<file path="src/rtl/sparc_mul_pkg.sv">
// ---------------------------------------------------------------------------
// sparc_mul_pkg
//   Shared definitions for the EXU multiply request/response sequencer.
//   - MUL_LAT_DEF : default cycles from multiplier accept to result on the bus
//   - CNT_W       : latency counter width (holds up to MUL_LAT-1 = 6)
//   - mul_state_e : sequencer state encoding
// ---------------------------------------------------------------------------
package sparc_mul_pkg;

  localparam int MUL_LAT_DEF = 5;
  localparam int CNT_W       = 3;

  typedef enum logic [1:0] {
    ST_IDLE = 2'd0,  // no op held; new issue accepted
    ST_REQ  = 2'd1,  // presenting operands to the multiplier
    ST_WAIT = 2'd2,  // multiplier accepted; counting down latency
    ST_DONE = 2'd3   // result held for writeback
  } mul_state_e;

endpackage

</file>
<file path="src/rtl/sparc_exu_mulreq.sv">
// ---------------------------------------------------------------------------
// sparc_exu_mulreq
//   Sequences one multiply at a time between the EXU and a fixed-latency
//   multiplier, then holds the result until writeback takes it.
//
//   Parameters
//     MUL_LAT            cycles from mul_exu_ack to a valid mul_data_out (2..7)
//   Inputs
//     rclk, arst_l       clock / async active-low reset
//     ecl_mulreq_vld     issue strobe (taken in IDLE, or DONE with writeback ack)
//     ecl_mulreq_rs1/rs2 64-bit operands
//     ecl_mulreq_tid/rd  issuing thread / destination register
//     ecl_mulreq_flush   kill the in-flight op
//     mul_exu_ack        multiplier accepted the operands
//     mul_data_out       multiplier result bus
//     wb_mulres_ack      writeback consumed the result
//   Outputs (all registered except mulreq_busy)
//     exu_mul_input_vld, exu_mul_rs1_data, exu_mul_rs2_data   to multiplier
//     mulreq_busy                                             stall issue
//     mulres_vld, mulres_data, mulres_tid, mulres_rd          to writeback
// ---------------------------------------------------------------------------
module sparc_exu_mulreq
  import sparc_mul_pkg::*;
#(
  parameter int MUL_LAT = MUL_LAT_DEF
) (
  input  logic        rclk,
  input  logic        arst_l,
  input  logic        ecl_mulreq_vld,
  input  logic [63:0] ecl_mulreq_rs1,
  input  logic [63:0] ecl_mulreq_rs2,
  input  logic [1:0]  ecl_mulreq_tid,
  input  logic [4:0]  ecl_mulreq_rd,
  input  logic        ecl_mulreq_flush,
  input  logic        mul_exu_ack,
  input  logic [63:0] mul_data_out,
  input  logic        wb_mulres_ack,
  output logic        exu_mul_input_vld,
  output logic [63:0] exu_mul_rs1_data,
  output logic [63:0] exu_mul_rs2_data,
  output logic        mulreq_busy,
  output logic        mulres_vld,
  output logic [63:0] mulres_data,
  output logic [1:0]  mulres_tid,
  output logic [4:0]  mulres_rd
);

  mul_state_e         r_state, w_state;
  logic [CNT_W-1:0]   r_cnt, w_cnt;
  logic               r_kill, w_kill;
  logic [1:0]         r_tid, w_tid;
  logic [4:0]         r_rd, w_rd;

  logic               w_in_vld;
  logic [63:0]        w_rs1, w_rs2;
  logic               w_res_vld;
  logic [63:0]        w_res_data;
  logic [1:0]         w_res_tid;
  logic [4:0]         w_res_rd;
  logic               w_accept;

  assign mulreq_busy = (r_state != ST_IDLE);

  // State register and all registered outputs.
  always_ff @(posedge rclk or negedge arst_l) begin
    if (!arst_l) begin
      r_state           <= ST_IDLE;
      r_cnt             <= '0;
      r_kill            <= 1'b0;
      r_tid             <= '0;
      r_rd              <= '0;
      exu_mul_input_vld <= 1'b0;
      exu_mul_rs1_data  <= '0;
      exu_mul_rs2_data  <= '0;
      mulres_vld        <= 1'b0;
      mulres_data       <= '0;
      mulres_tid        <= '0;
      mulres_rd         <= '0;
    end else begin
      r_state           <= w_state;
      r_cnt             <= w_cnt;
      r_kill            <= w_kill;
      r_tid             <= w_tid;
      r_rd              <= w_rd;
      exu_mul_input_vld <= w_in_vld;
      exu_mul_rs1_data  <= w_rs1;
      exu_mul_rs2_data  <= w_rs2;
      mulres_vld        <= w_res_vld;
      mulres_data       <= w_res_data;
      mulres_tid        <= w_res_tid;
      mulres_rd         <= w_res_rd;
    end
  end

  // Next-state and next-output decode.
  always_comb begin
    w_state    = r_state;
    w_cnt      = r_cnt;
    w_kill     = r_kill;
    w_tid      = r_tid;
    w_rd       = r_rd;
    w_in_vld   = exu_mul_input_vld;
    w_rs1      = exu_mul_rs1_data;
    w_rs2      = exu_mul_rs2_data;
    w_res_vld  = mulres_vld;
    w_res_data = mulres_data;
    w_res_tid  = mulres_tid;
    w_res_rd   = mulres_rd;
    w_accept   = 1'b0;

    case (r_state)
      ST_IDLE: begin
        w_accept = ecl_mulreq_vld;
      end

      ST_REQ: begin
        if (mul_exu_ack) begin
          // A flush landing on the accept cycle cannot recall the op from
          // the multiplier, so it becomes a kill that discards the result.
          w_state  = ST_WAIT;
          w_in_vld = 1'b0;
          w_cnt    = CNT_W'(MUL_LAT - 1);
          w_kill   = ecl_mulreq_flush;
        end else if (ecl_mulreq_flush) begin
          w_state  = ST_IDLE;
          w_in_vld = 1'b0;
        end
      end

      ST_WAIT: begin
        if (r_cnt == '0) begin
          if (r_kill || ecl_mulreq_flush) begin
            w_state = ST_IDLE;
            w_kill  = 1'b0;
          end else begin
            w_state    = ST_DONE;
            w_res_vld  = 1'b1;
            w_res_data = mul_data_out;
            w_res_tid  = r_tid;
            w_res_rd   = r_rd;
          end
        end else begin
          w_cnt = r_cnt - CNT_W'(1);
          if (ecl_mulreq_flush) w_kill = 1'b1;
        end
      end

      ST_DONE: begin
        if (ecl_mulreq_flush) begin
          w_state   = ST_IDLE;
          w_res_vld = 1'b0;
        end else if (wb_mulres_ack) begin
          // Retiring the result frees the slot this cycle, so an issue in
          // the same cycle goes straight back to REQ with no idle bubble.
          w_state   = ST_IDLE;
          w_res_vld = 1'b0;
          w_accept  = ecl_mulreq_vld;
        end
      end

      default: begin
        w_state = ST_IDLE;
      end
    endcase

    if (w_accept) begin
      w_state  = ST_REQ;
      w_in_vld = 1'b1;
      w_rs1    = ecl_mulreq_rs1;
      w_rs2    = ecl_mulreq_rs2;
      w_tid    = ecl_mulreq_tid;
      w_rd     = ecl_mulreq_rd;
      w_kill   = 1'b0;
    end
  end

endmodule

</file>
<file path="config.mk">
export PLATFORM = sky130hd
export DESIGN_NAME = sparc_exu_mulreq
export DESIGN_NICKNAME = d
export VERILOG_FILES = /design/src/rtl/sparc_mul_pkg.sv /design/src/rtl/sparc_exu_mulreq.sv
export SDC_FILE = /design/constraint.sdc
export NUM_CORES = 1
export LEC_CHECK = 0
export ABC_CLOCK_PERIOD_IN_PS = 2100
export BUFFER_PORTS_ARGS = -buffer_cell sky130_fd_sc_hd__buf_2
export CORE_AREA = 2 2 160 162
export CTS_BUF_LIST = sky130_fd_sc_hd__clkbuf_8
export DETAILED_ROUTE_END_ITERATION = 16
export DIE_AREA = 0 0 162 164
export HOLD_SLACK_MARGIN = 0.1
export PLACE_DENSITY = 0.58
export SLEW_MARGIN = 40
export SYNTH_ARGS = -nofsm -noshare
export SYNTH_HDL_FRONTEND = slang
export SYNTH_SLANG_ARGS = --single-unit
export TNS_END_PERCENT = 20
</file>
<file path="constraint.sdc">
create_clock -name rclk -period 2.1 [get_ports rclk]
set_clock_uncertainty 0.15 [all_clocks]
set_input_delay 0.42 -clock rclk [delete_from_list [all_inputs] [get_ports rclk]]
set_output_delay 0.42 -clock rclk [all_outputs]
set_load 0.005 [all_outputs]
</file>
==> metrics.yaml, run 1 <==
status: "finished clean"
grt_pass1_wl_mm: 37.0
worstRegToRegCells: 8
rsz0062_at_grt: "true"
yosysWarnings: 0
async_reset_ff_frac: 1.00
grt_pass1_vias: 7327
netlist_top_cells_count: "214 x dfrtp_1, 148 x mux2_1, 59 x mux2_2"
endpoint_kind: "flop"
dp.cells: 1247
synthXorXnorAreaFrac: 0
r2r_slack_ns: 0.06
post_route_cells_drive_above_1_share: 0.485
wl_per_cell_um: 16.0
clk_pin_slew_ns: 0.05
die_w_um: 162
synthTopCellsByArea: "dfrtp_1 65%, mux2_1 20%, mux2_2 8.1%"
cts_sinks: 214
synthCells: 497
criticalPathCategory: "flop to flop"
post-route-min-period_ns: 2.04
num_antenna_cells: 0
min_to: "r_cnt[2]"
hp-class: "primary input to flop"
hold_viol: 0
synth_fa_ha_area_frac: 0.00913
post-place-ws_ns: -0.0286
synth_ff_type: "dfrtp_1"
grt_overflow: 0
htreeDepth: 2
peakVddDrop_mv: 0.730
numCtsBuffers: 38
synth.most_common_cell: "dfrtp_1"
final_area_sq_um: 13900
place_area_sq_um: 10900
clk-insertion-delay-late_ns: 0.51
synth_compound_area_frac: 0.0183
worstMarginPinSlew_ns: 0.489
ys_types: 28
max_cap_viol_count: 0
cp-start-kind: "flop"
avgViaCountPerCell: 4.39
syn_avg_cell_area_sq_um: 16.5
slew_headroom: 0.674
nets: 1381
synthToLayoutAreaGrowth_pct: 69.2
leakagePower_nw: 6.86
powerDensity_nw_per_um2: 1300
synthMuxAreaShare: 0.285
grt_max_degree: 52
yosysTopAreaCell: "dfrtp_1"
vias: 6678
drtIter0Drc: 222
holdPathStages: 5
synth.cell_area_sq_um: 8220
arrival_ns: 2.28
dr.pass1.iters: 4
ys_ff_latch: 214
yosys.area_share.simple: 0.00822
setup_viol: 0
chipHeight_um: 164
rows: 58
track_usage: 0.174
cp_max_fo: 10
r2r-start: "r_state[0]"
ctsRootBufferMaster: "clkbuf_8"
clockBufferDepth: 3
drc_errors: 0
antenna_found_initial: 0
wl_mm: 24.4
synthesis.nets: 708
cp_data_required_time_ns: 2.34
synth_top_family_by_area: "multiplexers"
die-area_sq_um: 26600
pin_count: 407
postRouteAntennaNets: 0
gp_congestion: 0.756
initial_core_util: 0.331
seq_area_frac_synth: 0.652
min_from: "mul_exu_ack"
final_cells: 1522
clock.fmax_mhz: 490
cts_tree: "done"
setup_slack_ns: 0.0607
synth_top_area_share: 0.652
portBuffers: 406
slew_violations: 0
r2r-end: "mulres_data[22]"
synth_edf_count: 0
dp_hpwl_mm: 15.8
core_sq_um: 24800
period_share: 0.971
==> state kept, by name, summed over array words and instances, names as in the netlist <==
signal,flops
r_cnt,3
exu_mul_rs2_data,64
exu_mul_rs1_data,64
mulres_rd,5
mulres_tid,2
mulres_vld,1
r_state,2
r_kill,1
mulres_data,64
r_rd,5
exu_mul_input_vld,1
r_tid,2
==> worst max-delay path: stages (launching register included) <==
cell and delay, ns:
dfrtp_1 0.41, inv_2 0.09, buf_4 0.11, ha_2 0.19
nand2b_1 0.11, nor2_4 0.20, nand2_8 0.12, clkbuf_16 0.21
mux2_1 0.32
==> logic make-up after synthesis <==
group	Yosys count
DFF	214
and+or+nand+nor	12
adders and majority gates	6
muxes	208
buffers and inverters	33
AOI/OAI and AO/OA	24
==> power by group <==
group	switching [W]	internal [W]	leakage, nW
logic	0.00291	0.00407	3.87
registers	0.000989	0.00623	2.57
clock network	0.00164	0.00217	0.421
==> placed cells by master, fill, tap and decap left out, types with 2 or more instances in the layout <==
cell type and instances:
buf_4 31, nor3_1 3, bufinv_16 2, ha_1 3, inv_2 2, buf_6 2
nand2_1 2, nor2_1 2, a21oi_1 9, ha_2 2, clkinv_2 4, dlygate4sd3_1 200
buf_2 405, inv_1 18, dfrtp_1 214, mux2_2 60, clkbuf_16 3, a21o_1 2
clkbuf_8 46, buf_12 12, mux2_1 147, o21ai_0 6
==> layer usage <==
layer | routed length [um] | track usage | vias up
met5 | 0 | 0 | -
met4 | 693 | 0.0640 | 0
met3 | 2070 | 0.0553 | 59
met2 | 12300 | 0.319 | 296
met1 | 9300 | 0.187 | 3215
li1 | - | - | 3108
==> layout make-up <==
| cell class | instances | area [sq um] |
|---|---|---|
| fill | 2009 | 10900 |
| tap | 330 | 413 |
| clock inverter | 17 | 125 |
| inverter | 10 | 37.5 |
| timing repair buffer | 656 | 4670 |
| sequential | 214 | 5360 |
| clock buffer | 45 | 619 |
| multi-input combinational | 250 | 2690 |
==> worst max path at each step <==
stage | startpoint | endpoint | slack, ns
floorplan | r_state[0] | exu_mul_rs2_data[17] | 0.19
global placement | r_state[0] | exu_mul_rs2_data[31] | 0.002
detailed placement | r_state[0] | exu_mul_rs1_data[51] | -0.03
CTS | r_state[0] | exu_mul_rs1_data[0] | 0.03
global route | r_state[0] | mulres_data[56] | -0.03
finish | r_state[0] | mulres_data[22] | 0.06
==> through the flow <==
| stage | utilization | total power (W) | TNS [ns] | hold WS [ns] |
|---|---|---|---|---|
| final | 0.560 | 0.0180 | 0 | 0.185 |
| after CTS | 0.553 | 0.0179 | 0 | 0.143 |
| after global placement | 0.440 | 0.0135 | 0 | 0.263 |
| after global routing | 0.560 | 0.0192 | -0.534 | 0.167 |
| after floorplan | - | 0.0103 | 0 | -0.0256 |
| after detailed placement | 0.440 | 0.0136 | -0.335 | 0.265 |
==> timing repair <==
item / in CTS / in global routing
pin swaps: 1 / 3
hold buffers: 200 / 0
endpoints found under the hold margin: 288 / 0
gates resized for setup: 0 / 11
setup buffers: 3 / 5
gates cloned: 1 / 4
setup endpoints to repair: 64 / 175
No activity file was read; power rests on OpenSTA's default activity.
==> run 2: changes to the inputs <==
GPL_TIMING_DRIVEN = 0   (was not set)
==> metrics.yaml, run 2 (synthesized netlist as in run 1, its figures left out) <==
status: "finished clean"  # unchanged
path_cells: "inv_2, ha_4, nor3b_4, buf_6, clkbuf_16, buf_8, mux2_1"  # was inv_2, buf_4, ha_2, nand2b_1, nor2_4, nand2_8, clkbuf_16, mux2_1
drc_errors: 0  # unchanged
peakVddDrop_mv: 0.709  # was 0.730 mV
max_cap_viol_count: 0  # unchanged
clockBufferDepth: 3  # unchanged
grt_max_degree: 72  # was 52
dp_hpwl_mm: 15.8  # about the same
r2r-start: "r_state[0]"  # unchanged
nets: 1360  # was 1381
initial_core_util: 0.331  # unchanged
arrival_ns: 2.30  # was 2.28 ns
cp-start-kind: "flop"  # unchanged
cts_tree: "done"  # unchanged
layout_commonest_cell: "buf_2"  # unchanged
cts_sinks: 214  # unchanged
period_share: 0.988  # was 0.971
rows: 58  # unchanged
clock.fmax_mhz: 482  # was 490 MHz
post-place-ws_ns: -0.169  # was -0.0286 ns
htreeDepth: 2  # unchanged
post_route_cells_drive_above_1_share: 0.472  # was 0.485
grt_overflow: 0  # unchanged
numCtsBuffers: 38  # unchanged
core_sq_um: 24800  # unchanged
die_w_um: 162  # unchanged
hp-class: "primary input to flop"  # unchanged
antenna_found_initial: 0  # unchanged
crit_buf_inv: 4  # was 3
grt_pass1_vias: 7227  # was 7327
die-area_sq_um: 26600  # unchanged
mostFrequentLayoutCells: "406 x buf_2, 214 x dfrtp_1, 200 x dlygate4sd3_1, 146 x mux2_1, 59 x mux2_2"  # was 405 x buf_2, 214 x dfrtp_1, 200 x dlygate4sd3_1, 147 x mux2_1, 60 x mux2_2
setup_viol: 0  # unchanged
criticalPathCategory: "flop to flop"  # unchanged
wl_mm: 24.3  # was 24.4 mm
cp_data_required_time_ns: 2.33  # was 2.34 ns
wl_per_cell_um: 16.1  # was 16.0 um
portBuffers: 406  # unchanged
slew_violations: 0  # unchanged
rsz0062_at_grt: "true"  # unchanged
postRouteAntennaNets: 0  # unchanged
min_from: "mul_exu_ack"  # unchanged
cp_top_family: "buffers and inverters"  # was simple AND/OR/NAND/NOR gates
worstMarginPinSlew_ns: 0.421  # was 0.489 ns
vias: 6620  # was 6678
leakagePower_nw: 6.75  # was 6.86 nW
setup_slack_ns: 0.0257  # was 0.0607 ns
hold_ws_ns: 0.178  # was 0.185 ns
track_usage: 0.176  # was 0.174
hold_viol: 0  # unchanged
avgViaCountPerCell: 4.39  # about the same
dr.pass1.iters: 6  # was 4
chipHeight_um: 164  # unchanged
clk_pin_slew_ns: 0.06  # was 0.05 ns
slew_headroom: 0.716  # was 0.674
post-route-min-period_ns: 2.07  # was 2.04 ns
powerDensity_nw_per_um2: 1300  # about the same
gp_congestion: 0.738  # was 0.756
ctsRootBufferMaster: "clkbuf_8"  # unchanged
slowest_delay_ns: 0.40  # was 0.41 ns
clk-insertion-delay-late_ns: 0.51  # about the same
grt_pass1_wl_mm: 37.5  # was 37.0 mm
pin_count: 407  # unchanged
crit_start: "r_state[0]"  # unchanged
synthToLayoutAreaGrowth_pct: 66.5  # was 69.2%
cp_max_fo: 10  # unchanged
largest_registers: "exu_mul_rs1_data (64), exu_mul_rs2_data (64), mulres_data (64)"  # unchanged
slowest_stage: "dfrtp_1"  # unchanged
endpoint_kind: "flop"  # unchanged
drtIter0Drc: 212  # was 222
## run 2: worst paths after layout
kind                                             end  slack (ns)  cells after the start
worst max-delay path            exu_mul_rs2_data[14]        0.03                      7
worst min-delay path                      r_state[1]        0.18                      3
worst max register to register  exu_mul_rs2_data[14]        0.03                      7
worst min register to register     exu_mul_input_vld        0.32                      1
max in group asynchronous              mulres_tid[0]        0.66                      4
min in group asynchronous       exu_mul_rs2_data[11]        0.20                      2
## run 2: worst min-delay path: stages
cell	delay, ns
buf_2	0.14
a21oi_1	0.13
a311oi_1	0.10
## run 2: stage by stage
| step | total power, W | cells | setup TNS [ns] | area (sq um) | utilization |
|---|---|---|---|---|---|
| after global routing | 0.0190 | 1506 | -1.11 | 13700 | 0.551 |
| after detailed placement | 0.0134 | 1236 | -19.21 | 10800 | 0.433 |
| after global placement | 0.0132 | 1233 | -742.61 | 10700 | 0.430 |
| final | 0.0178 | 1507 | 0 | 13700 | 0.551 |
| after CTS | 0.0177 | 1504 | -0.0204 | 13600 | 0.546 |
| after floorplan | 0.0103 | 497 | 0 | 8220 | - |
## run 2: cell type report
| type | instances | area, sq um |
|---|---|---|
| fillers | 2049 | 11100 |
| diodes | 1 | 2.50 |
| clock inverters | 19 | 101 |
| plain buffers | 23 | 259 |
| repair buffers | 612 | 4170 |
| flip-flops and latches | 214 | 5360 |
| clock buffers | 48 | 661 |
| well taps | 330 | 413 |
| inverters | 10 | 37.5 |
| multi-input cells | 250 | 2680 |
## run 2: where the power goes
| group | total, W | switching (W) | internal (W) |
|---|---|---|---|
| clock network | 0.00383 | 0.00166 | 0.00217 |
| logic | 0.00672 | 0.00287 | 0.00385 |
| registers | 0.00722 | 0.000988 | 0.00623 |
## run 2: per-layer routing
metal,share of wire,vias to the layer above,GRT usage
li1,-,3075,-
met1,0.38,3207,0.199
met4,0.027,0,0.0619
met2,0.51,288,0.313
met3,0.082,50,0.0556
met5,0,-,0
## run 2: repair_timing
action	in CTS	in global routing
setup buffers	1	1
pin swaps	1	1
hold buffers	200	0
setup endpoints to repair	195	196
gates cloned	0	1
hold endpoints to repair	355	0
resized for setup	9	21
==> run 3: changes to the inputs <==
CORE_AREA = not set   (was 2 2 160 162)
CORE_ASPECT_RATIO = 1.5   (was not set)
CORE_MARGIN = 2   (was not set)
CORE_UTILIZATION = 24   (was not set)
DIE_AREA = not set   (was 0 0 162 164)
PLACE_DENSITY = 0.44   (was 0.58)
SKIP_LAST_GASP = 1   (was not set)
==> metrics.yaml, run 3 (synthesized netlist as in run 1, its figures left out) <==
status: "finished clean"  # unchanged
cts_sinks: 214  # unchanged
powerDensity_nw_per_um2: 1290  # was 1300 nW/um^2
clkPwrFrac: 0.215  # was 0.216
cts_tree: "done"  # unchanged
postRouteAntennaNets: 0  # unchanged
criticalPathCategory: "flop to flop"  # unchanged
peakVddDrop_mv: 0.610  # was 0.709 mV
track_usage: 0.136  # was 0.176
core_sq_um: 34000  # was 24800 sq um
clockBufferDepth: 3  # unchanged
hp-class: "primary input to flop"  # unchanged
hold_ws_ns: 0.211  # was 0.178 ns
cp_max_fo: 10  # unchanged
p_switching_w: 0.00557  # was 0.00552 W
arrival_ns: 2.34  # was 2.30 ns
swShare: 0.311  # about the same
clk-insertion-delay-late_ns: 0.53  # was 0.51 ns
wl_mm: 25.2  # was 24.3 mm
power_w: 0.0179  # was 0.0178 W
ctsRootBufferMaster: "clkbuf_8"  # unchanged
endpoint_kind: "flop"  # unchanged
synthToLayoutAreaGrowth_pct: 68.7  # was 66.5%
nets: 1364  # was 1360
worstMarginPinSlew_ns: 0.406  # was 0.421 ns
pin_count: 407  # unchanged
rows: 83  # was 58
max_cap_viol_count: 0  # unchanged
grt_max_degree: 66  # was 72
grt_pass1_vias: 7148  # was 7227
cp_data_required_time_ns: 2.35  # was 2.33 ns
setup_viol: 0  # unchanged
largest_registers: "exu_mul_rs1_data (64), exu_mul_rs2_data (64), mulres_data (64)"  # unchanged
clk_pin_slew_ns: 0.06  # about the same
slowest_stage: "dfrtp_1"  # unchanged
period_share: 0.996  # was 0.988
grt_pass1_wl_mm: 38.0  # was 37.5 mm
slowest_delay_ns: 0.41  # was 0.40 ns
portBuffers: 406  # unchanged
crit_buf_inv: 3  # was 4
die_w_um: 155  # was 162 um
dp_hpwl_mm: 17.8  # was 15.8 mm
slew_headroom: 0.722  # was 0.716
vias: 6546  # was 6620
gp_congestion: 0.719  # was 0.738
numCtsBuffers: 38  # unchanged
htreeDepth: 2  # unchanged
leakagePower_nw: 6.76  # was 6.75 nW
post-route-min-period_ns: 2.09  # was 2.07 ns
num_antenna_cells: 0  # was 1
mostFrequentLayoutCells: "408 x buf_2, 214 x dfrtp_1, 201 x dlygate4sd3_1, 147 x mux2_1, 59 x mux2_2"  # was 406 x buf_2, 214 x dfrtp_1, 200 x dlygate4sd3_1, 146 x mux2_1, 59 x mux2_2
final_util: 0.408  # was 0.551
die-area_sq_um: 35800  # was 26600 sq um
path_cells: "ha_2, a31oi_1, nor3b_4, buf_6, clkbuf_16, buf_12, mux2_1"  # was inv_2, ha_4, nor3b_4, buf_6, clkbuf_16, buf_8, mux2_1
antenna_found_initial: 0  # unchanged
dr.pass1.iters: 4  # was 6
rsz0062_at_grt: "true"  # unchanged
layout_commonest_cell: "buf_2"  # unchanged
clock.fmax_mhz: 478  # was 482 MHz
initial_core_util: 0.242  # was 0.331
cp-start-kind: "flop"  # unchanged
grt_overflow: 0  # unchanged
wl_per_cell_um: 15.8  # was 16.1 um
hold_viol: 0  # unchanged
drc_errors: 0  # unchanged
cp_top_family: "buffers and inverters"  # unchanged
comb_power_share: 0.386  # was 0.378
drtIter0Drc: 92  # was 212
slew_violations: 0  # unchanged
post_route_cells_drive_above_1_share: 0.475  # was 0.472
intPower_w: 0.0124  # was 0.0122 W
p_seq_frac: 0.399  # was 0.406
chipHeight_um: 231  # was 164 um
avgViaCountPerCell: 4.09  # was 4.39
==> run 3: cell count changes in the layout (fill, tap and decap cells not counted), moves of 3 or more <==
cell	previous run	this run
buf_12	2	6
buf_4	3	8
buf_6	6	3
clkbuf_4	7	1
inv_1	23	17
==> run 3: cell type report <==
type	instances	area, sq um
plain buffers	23	285
clock buffers	49	674
clock inverters	12	72.6
fillers	3249	20100
inverters	10	37.5
multi-input cells	250	2670
flip-flops and latches	214	5360
well taps	425	532
repair buffers	616	4240
==> run 3: worst reg2reg max path, cell delays in order (launching register included) <==
cell	delay, ns
dfrtp_1	0.41
ha_2	0.23
a31oi_1	0.13
nor3b_4	0.19
buf_6	0.17
clkbuf_16	0.20
buf_12	0.15
mux2_1	0.33
==> run 3: timing repair <==
action,4_1_cts,5_1_grt
endpoints found under the setup margin,196,197
cloned,0,3
hold buffers,201,0
pin swaps,1,1
setup buffers,1,2
resized for setup,18,18
hold endpoints to repair,308,0
==> run 3: metrics by stage <==
| step | cells | setup WS (ns) | area (sq um) | setup TNS (ns) |
|---|---|---|---|---|
| 2_1_floorplan | 497 | 0.190 | 8220 | 0 |
| 3_3_place_gp | 1328 | -3.63 | 10800 | -792.51 |
| 3_5_place_dp | 1331 | -0.242 | 10900 | -28.76 |
| 4_1_cts | 1594 | -0.0470 | 13700 | -2.97 |
| 5_1_grt | 1599 | -0.0903 | 13900 | -9.16 |
| 6_report | 1599 | 0.00909 | 13900 | 0 |
==> run 3: power groups by stage <==
stage	logic (W)	registers, W	clock network, W
after floorplan	0.00292	0.00739	0
after global placement	0.00631	0.00714	0
after detailed placement	0.00638	0.00721	0
after CTS	0.00680	0.00716	0.00407
after global routing	0.00759	0.00743	0.00425
final	0.00691	0.00716	0.00386
==> run 3: path summary, 6_finish.rpt <==
path / from / endpoint / slack (ns) / depth (start not counted)
max: r_state[1] / exu_mul_rs1_data[49] / 0.009 / 7
min in group asynchronous: arst_l / exu_mul_rs2_data[46] / 0.24 / 2
max reg2reg: r_state[1] / exu_mul_rs1_data[49] / 0.009 / 7
max in group asynchronous: arst_l / exu_mul_rs2_data[37] / 0.57 / 4
min: ecl_mulreq_flush / r_kill / 0.21 / 5
min reg2reg: r_rd[1] / r_rd[1] / 0.32 / 1
==> run 3: metal layers <==
layer / part of all wire / GRT usage
met2: 0.55 / 0.263
met3: 0.078 / 0.0413
met1: 0.35 / 0.133
met5: 0 / 0
met4: 0.029 / 0.0521
